`src/rtl/t02_mem_arbiter_if.sv`:
```
// ----------------------------------------------------------------
// t02_mem_arbiter_if: CPU, peripheral and RAM-bus signals of the arbiter
// Rev 1.0
// ----------------------------------------------------------------
`default_nettype none

interface t02_mem_arbiter_if;
  logic        cpu_ren;
  logic        cpu_wen;
  logic [31:0] cpu_addr;
  logic [31:0] cpu_wdata;
  logic [31:0] cpu_rdata;
  logic        cpu_ready;

  logic        per_ren;
  logic        per_wen;
  logic [31:0] per_addr;
  logic [31:0] per_wdata;
  logic [31:0] per_rdata;
  logic        per_ready;

  logic        busy_o;
  logic [31:0] ramload;
  logic        Ren;
  logic        Wen;
  logic [31:0] ramaddr;
  logic [31:0] ramstore;
  logic        timeout_err;

  // Arbiter view: requests and bus status in, strobes and completions out.
  modport slave (
    input  cpu_ren, cpu_wen, cpu_addr, cpu_wdata,
    output cpu_rdata, cpu_ready,
    input  per_ren, per_wen, per_addr, per_wdata,
    output per_rdata, per_ready,
    input  busy_o, ramload,
    output Ren, Wen, ramaddr, ramstore, timeout_err
  );

  // Environment view: requesters plus the RAM bus model.
  modport master (
    output cpu_ren, cpu_wen, cpu_addr, cpu_wdata,
    input  cpu_rdata, cpu_ready,
    output per_ren, per_wen, per_addr, per_wdata,
    input  per_rdata, per_ready,
    output busy_o, ramload,
    input  Ren, Wen, ramaddr, ramstore, timeout_err
  );
endinterface

`default_nettype wire

```
`src/rtl/t02_mem_arbiter.sv`:
```
// ----------------------------------------------------------------
// t02_mem_arbiter: round-robin CPU/peripheral arbiter for one RAM bus
// Rev 1.0
// ----------------------------------------------------------------
`default_nettype none

module t02_mem_arbiter #(
  parameter int unsigned TIMEOUT = 16
) (
  input  logic              CLK,
  input  logic              nRST,
  t02_mem_arbiter_if.slave  bus
);

  localparam int unsigned CNT_W = $clog2(TIMEOUT) + 1;

  typedef enum logic [1:0] {
    S_IDLE  = 2'd0,
    S_ISSUE = 2'd1,
    S_WAIT  = 2'd2,
    S_DONE  = 2'd3
  } state_t;

  typedef enum logic {
    GRANT_CPU = 1'b0,
    GRANT_PER = 1'b1
  } grant_t;

  state_t             state_q, state_d;
  grant_t             grant_q, grant_d;
  grant_t             last_grant_q, last_grant_d;
  grant_t             pick;
  logic               is_write_q, is_write_d;
  logic [31:0]        addr_q, addr_d;
  logic [31:0]        wdata_q, wdata_d;
  logic [CNT_W-1:0]   cnt_q, cnt_d;
  logic [CNT_W-1:0]   cnt_inc;
  logic               abort_q, abort_d;
  logic [31:0]        cpu_rdata_q, cpu_rdata_d;
  logic [31:0]        per_rdata_q, per_rdata_d;

  logic cpu_act;
  logic per_act;
  logic in_bus_phase;

  assign cpu_act = bus.cpu_ren | bus.cpu_wen;
  assign per_act = bus.per_ren | bus.per_wen;
  assign cnt_inc = cnt_q + 1'b1;

  // On a tie the requester that did not win last time gets the bus.
  always_comb begin
    pick = GRANT_CPU;
    if (cpu_act && per_act) begin
      pick = (last_grant_q == GRANT_PER) ? GRANT_CPU : GRANT_PER;
    end else if (per_act) begin
      pick = GRANT_PER;
    end
  end

  always_comb begin
    state_d      = state_q;
    grant_d      = grant_q;
    last_grant_d = last_grant_q;
    is_write_d   = is_write_q;
    addr_d       = addr_q;
    wdata_d      = wdata_q;
    cnt_d        = cnt_q;
    abort_d      = abort_q;
    cpu_rdata_d  = cpu_rdata_q;
    per_rdata_d  = per_rdata_q;

    case (state_q)
      S_IDLE: begin
        cnt_d   = '0;
        abort_d = 1'b0;
        if (cpu_act || per_act) begin
          grant_d = pick;
          if (pick == GRANT_CPU) begin
            is_write_d = bus.cpu_wen;
            addr_d     = bus.cpu_addr;
            wdata_d    = bus.cpu_wdata;
          end else begin
            is_write_d = bus.per_wen;
            addr_d     = bus.per_addr;
            wdata_d    = bus.per_wdata;
          end
          state_d = S_ISSUE;
        end
      end

      S_ISSUE: begin
        // busy_o wins over the timeout if both land on the same cycle.
        if (bus.busy_o) begin
          cnt_d   = '0;
          state_d = S_WAIT;
        end else if (cnt_inc == CNT_W'(TIMEOUT - 1)) begin
          cnt_d   = '0;
          abort_d = 1'b1;
          state_d = S_DONE;
        end else begin
          cnt_d = cnt_inc;
        end
      end

      S_WAIT: begin
        if (!bus.busy_o) begin
          if (!is_write_q) begin
            if (grant_q == GRANT_CPU) begin
              cpu_rdata_d = bus.ramload;
            end else begin
              per_rdata_d = bus.ramload;
            end
          end
          state_d = S_DONE;
        end
      end

      S_DONE: begin
        last_grant_d = grant_q;
        state_d      = S_IDLE;
      end

      default: begin
        state_d = S_IDLE;
      end
    endcase
  end

  always_ff @(posedge CLK) begin
    if (!nRST) begin
      state_q      <= S_IDLE;
      grant_q      <= GRANT_CPU;
      last_grant_q <= GRANT_PER;
      is_write_q   <= 1'b0;
      addr_q       <= '0;
      wdata_q      <= '0;
      cnt_q        <= '0;
      abort_q      <= 1'b0;
      cpu_rdata_q  <= '0;
      per_rdata_q  <= '0;
    end else begin
      state_q      <= state_d;
      grant_q      <= grant_d;
      last_grant_q <= last_grant_d;
      is_write_q   <= is_write_d;
      addr_q       <= addr_d;
      wdata_q      <= wdata_d;
      cnt_q        <= cnt_d;
      abort_q      <= abort_d;
      cpu_rdata_q  <= cpu_rdata_d;
      per_rdata_q  <= per_rdata_d;
    end
  end

  // All outputs decode straight from flops, so the bus sees no input-to-output paths.
  assign in_bus_phase    = (state_q == S_ISSUE) || (state_q == S_WAIT);
  assign bus.Ren         = in_bus_phase && !is_write_q;
  assign bus.Wen         = in_bus_phase && is_write_q;
  assign bus.ramaddr     = addr_q;
  assign bus.ramstore    = wdata_q;
  assign bus.cpu_ready   = (state_q == S_DONE) && (grant_q == GRANT_CPU);
  assign bus.per_ready   = (state_q == S_DONE) && (grant_q == GRANT_PER);
  assign bus.timeout_err = (state_q == S_DONE) && abort_q;
  assign bus.cpu_rdata   = cpu_rdata_q;
  assign bus.per_rdata   = per_rdata_q;

endmodule

`default_nettype wire

```
`src/flat_wrapper.sv`:
```
// flat-port wrapper written by rule: the top's interface ports become plain ports
module t02_mem_arbiter_flat 
#(
  parameter int unsigned TIMEOUT = 16
)
  (CLK, nRST, bus_cpu_ren, bus_cpu_wen, bus_cpu_addr, bus_cpu_wdata, bus_cpu_rdata, bus_cpu_ready, bus_per_ren, bus_per_wen, bus_per_addr, bus_per_wdata, bus_per_rdata, bus_per_ready, bus_busy_o, bus_ramload, bus_Ren, bus_Wen, bus_ramaddr, bus_ramstore, bus_timeout_err);
  t02_mem_arbiter_if bus_i ();
  input  logic CLK;
  input  logic nRST;
  input wire logic [$bits(bus_i.cpu_ren)-1:0] bus_cpu_ren;
  input wire logic [$bits(bus_i.cpu_wen)-1:0] bus_cpu_wen;
  input wire logic [$bits(bus_i.cpu_addr)-1:0] bus_cpu_addr;
  input wire logic [$bits(bus_i.cpu_wdata)-1:0] bus_cpu_wdata;
  output wire logic [$bits(bus_i.cpu_rdata)-1:0] bus_cpu_rdata;
  output wire logic [$bits(bus_i.cpu_ready)-1:0] bus_cpu_ready;
  input wire logic [$bits(bus_i.per_ren)-1:0] bus_per_ren;
  input wire logic [$bits(bus_i.per_wen)-1:0] bus_per_wen;
  input wire logic [$bits(bus_i.per_addr)-1:0] bus_per_addr;
  input wire logic [$bits(bus_i.per_wdata)-1:0] bus_per_wdata;
  output wire logic [$bits(bus_i.per_rdata)-1:0] bus_per_rdata;
  output wire logic [$bits(bus_i.per_ready)-1:0] bus_per_ready;
  input wire logic [$bits(bus_i.busy_o)-1:0] bus_busy_o;
  input wire logic [$bits(bus_i.ramload)-1:0] bus_ramload;
  output wire logic [$bits(bus_i.Ren)-1:0] bus_Ren;
  output wire logic [$bits(bus_i.Wen)-1:0] bus_Wen;
  output wire logic [$bits(bus_i.ramaddr)-1:0] bus_ramaddr;
  output wire logic [$bits(bus_i.ramstore)-1:0] bus_ramstore;
  output wire logic [$bits(bus_i.timeout_err)-1:0] bus_timeout_err;
  assign bus_i.cpu_ren = bus_cpu_ren;
  assign bus_i.cpu_wen = bus_cpu_wen;
  assign bus_i.cpu_addr = bus_cpu_addr;
  assign bus_i.cpu_wdata = bus_cpu_wdata;
  assign bus_cpu_rdata = bus_i.cpu_rdata;
  assign bus_cpu_ready = bus_i.cpu_ready;
  assign bus_i.per_ren = bus_per_ren;
  assign bus_i.per_wen = bus_per_wen;
  assign bus_i.per_addr = bus_per_addr;
  assign bus_i.per_wdata = bus_per_wdata;
  assign bus_per_rdata = bus_i.per_rdata;
  assign bus_per_ready = bus_i.per_ready;
  assign bus_i.busy_o = bus_busy_o;
  assign bus_i.ramload = bus_ramload;
  assign bus_Ren = bus_i.Ren;
  assign bus_Wen = bus_i.Wen;
  assign bus_ramaddr = bus_i.ramaddr;
  assign bus_ramstore = bus_i.ramstore;
  assign bus_timeout_err = bus_i.timeout_err;
  t02_mem_arbiter #(.TIMEOUT(TIMEOUT)) u_core (.CLK(CLK), .nRST(nRST), .bus(bus_i));
endmodule
```
`config.mk`:
```
export PLATFORM = sky130hd
export DESIGN_NAME = t02_mem_arbiter_flat
export DESIGN_NICKNAME = d
export VERILOG_FILES = /design/src/rtl/t02_mem_arbiter_if.sv /design/src/rtl/t02_mem_arbiter.sv /design/src/flat_wrapper.sv
export SDC_FILE = /design/constraint.sdc
export NUM_CORES = 1
export LEC_CHECK = 0
export BUFFER_PORTS_ARGS = -buffer_cell sky130_fd_sc_hd__clkbuf_2
export CORE_AREA = 2 2 163 85
export CTS_BUF_LIST = sky130_fd_sc_hd__clkbuf_4
export DETAILED_ROUTE_END_ITERATION = 6
export DIE_AREA = 0 0 165 87
export HOLD_SLACK_MARGIN = 0.1
export PLACE_DENSITY = 0.81
export SYNTH_ARGS = -nofsm -noshare
export SYNTH_HDL_FRONTEND = slang
export SYNTH_SLANG_ARGS = --single-unit
```
`constraint.sdc`:
```
create_clock -name CLK -period 2.1 [get_ports CLK]
set_clock_uncertainty 0.1 [all_clocks]
set_input_delay 0.63 -clock CLK [delete_from_list [all_inputs] [get_ports CLK]]
set_output_delay 0.63 -clock CLK [all_outputs]
set_load 0.01 [all_outputs]
```
==> impl_metrics.yaml <==
routing:
  wire_per_inst_um: 14.3
  drc: 0
  drtIter0Drc: 287
  viasPerCell: 4.93
  vias: 5620
  dr.pass1.iters: 5
  wirelength_mm: 16.3
  ant_nets: 0
finish:
  fillerInstances: 1145
  multi_input_area_sq_um: 3040
  ff_latch_area_sq_um: 2790
  n_antenna_cell: 0
  final_cells: 1140
  final_cell_mix: "clkbuf_2 (293), nand2_1 (203), dfxtp_1 (137)"
  fin_area_sq_um: 8280
  area_growth_pct: 38.0
  final_util: 0.632
  drive_above_1_share: 0.397
  final_common_cell: "clkbuf_2"
  nets: 1125
yosys:
  syn_nets: 823
  synth_top_area_share: 0.464
  synth_edf_count: 0
  synth_cells: 650
  async_flop_share: 0
  synth-seq-cells: 139
  synth.largest_area_cell: "dfxtp_1"
  synth_ff_type: "dfxtp_1"
  synth_area_leaders: "dfxtp_1 (46%), nand2_1 (13%), mux2i_1 (11%), o211a_1 (11%), a21boi_1 (7.8%)"
  ys_seq_area_frac: 0.464
  synth_cell_types: 37
  syn_avg_cell_area_sq_um: 9.23
  syn_area_sq_um: 6000
  synth-warning-count: 0
power_and_ir_drop:
  p_per_area_nw_per_um2: 1080
  ir_drop_v: 0.000531
  p_leak_nw: 4.61
  finalPower_mw: 8.90
grt:
  grt_pass1_vias: 5163
  grtUsageTotal: 0.220
  grt_max_degree: 89
  antenna_found_initial: 0
  grt_overflow: 0
  grt_first_pass_wirelength_mm: 25.0
cts:
  ctsHoldBuffers: 0
  htreeDepth: 4
  path_clk_slew_ns: 0.13
  cts-root-buf: "clkbuf_4"
  cts_tree: "done"
  cts.path.max_buffers: 2
  cts_num_sinks: 139
  cts_buffers: 17
  clock_latency_ns: 0.48
die:
  fp.dieH_um: 87
  core.rowCount: 30
  io_pins: 300
  initial_core_util: 0.458
  die_area_sq_um: 14400
  dieWidth_um: 165
  core-area_sq_um: 13100
worst_setup_path:
  cp-end-kind: "output port"
  reg2reg_to: "u_core.bus.per_rdata[28]$_SDFFE_PN0P_"
  reg2reg_depth: 8
  rrSetupSlack_ns: 0.20
  cp-start-kind: "register"
  reg2reg_from: "u_core.state_q[1]$_SDFFE_PN0P_"
  worst-path-max-fanout: 3
  required_ns: 1.37
  worst-setup-path-type: "reg -> out"
  cp.arrival_ns: 1.44
sta:
  setup_tns_ns: -0.158
  max_slew_margin: 0.693
  setup_viol: 4
  worst_slack_ns: -0.0671
  hold-worst-slack_ns: 0.256
  tightest_slew_ns: 0.453
  fmax_mhz: 461
  min_period_over_period: 1.03
  final_hold_viol_count: 0
  drv_slew: 0
  rsz0062_at_grt: "yes"
  period_needed_ns: 2.17
run:
  max-cap-violations: 0
min_path:
  hold_depth: 3
  min_to: "u_core.bus.cpu_rdata[0]$_SDFFE_PN0P_"
  hold_class: "in -> reg"
  holdCritStartpoint: "bus_ramload[0]"
placement:
  dp_cells: 1103
  place_ws_ns: 0.0391
  post_dp_cell_area_sq_um: 7850
  portBuffers: 299
  place.gp.congestion: 0.792
  dp_hpwl_mm: 12.1
run_status:
  status: "complete, but fails checks"
  violations: "setup timing"
## kinds of logic (layout without fill, tap and decap cells)
| logic type | after synthesis | in the layout | synth area share |
|---|---|---|---|
| AOI/OAI and AO/OA | 147 | 147 | 0.214 |
| xor gates and xnor gates | 3 | 3 | 0.00438 |
| adders and majority gates | 6 | 6 | 0.0125 |
| buffers and inverters | 58 | 372 | 0.0405 |
| DFF | 139 | 139 | 0.464 |
| muxes | 65 | 65 | 0.108 |
| and+or+nand+nor | 232 | 232 | 0.156 |
## how the worst max path moves through the flow
| stage | from | endpoint | slack, ns | cells after the start |
|---|---|---|---|---|
| after floorplan | bus_per_wen | u_core.bus.ramstore[11]$_SDFFE_PN0P_ | 0.19 | 5 |
| after global placement | bus_cpu_wen | u_core.bus.ramstore[23]$_SDFFE_PN0P_ | 0.08 | 8 |
| after detailed placement | bus_cpu_wen | u_core.bus.ramstore[22]$_SDFFE_PN0P_ | 0.04 | 8 |
| after CTS | u_core.state_q[0]$_SDFFE_PN0P_ | bus_Ren | -0.13 | 4 |
| after global routing | u_core.state_q[0]$_SDFFE_PN0P_ | bus_Ren | -0.17 | 4 |
| final | u_core.state_q[1]$_SDFFE_PN0P_ | bus_Ren | -0.07 | 4 |
## per-layer routing
| metal | routed length [um] | vias to the layer above | track usage |
|---|---|---|---|
| met1 | 7580 | 2590 | 0.289 |
| met2 | 7450 | 173 | 0.359 |
| met5 | 0 | - | 0 |
| met3 | 1080 | 13 | 0.0557 |
| li1 | - | 2844 | - |
| met4 | 146 | 0 | 0.0632 |
## worst max-delay path: stages (launching register included)
cell	delay, ns
dfxtp_2	0.38
inv_2	0.06
ha_4	0.28
nor2b_4	0.14
buf_6	0.10
## what timing repair did
item | CTS | global route
cloned | 0 | 0
gates resized for setup | 16 | 10
pin swaps | 4 | 2
setup endpoints to repair | 5 | 5
setup buffers | 4 | 2
## flip-flops by register name (all words and copies together), names as in the netlist
signal	cells
u_core.is_write_q	1
u_core.abort_q	1
u_core.last_grant_q	1
u_core.state_q	2
u_core.grant_q	1
u_core.bus.per_rdata	32
u_core.bus.ramstore	32
u_core.bus.ramaddr	32
u_core.bus.cpu_rdata	32
u_core.cnt_q	5
## cells in the mapped netlist (all sizes together), types with 2 or more instances
master	n
clkbuf	40
a21boi	64
nand4b	2
nand3	5
nand2b	2
o211a	64
dfxtp	139
nand2	203
ha	6
xnor2	2
o21a	2
and2	9
a21oi	2
and3	2
o21ai	6
inv	8
nor2	6
mux2i	65
buf	10
## where the power goes
group	switching, mW	leakage [nW]	internal [mW]
Sequential	0.372	1.14	3.28
Clock	1.01	0.157	0.847
Combinational	1.78	3.32	1.62
## final cells by class
cell class,instances,area share
Clock inverter,13,0.0201
Clock buffer,18,0.0163
Inverter,8,0.00393
Multi-Input combinational cell,453,0.367
Sequential cell,139,0.337
Tap cell,176,0.0266
Timing Repair Buffer,333,0.229
Power figures use the tool's default switching activity.
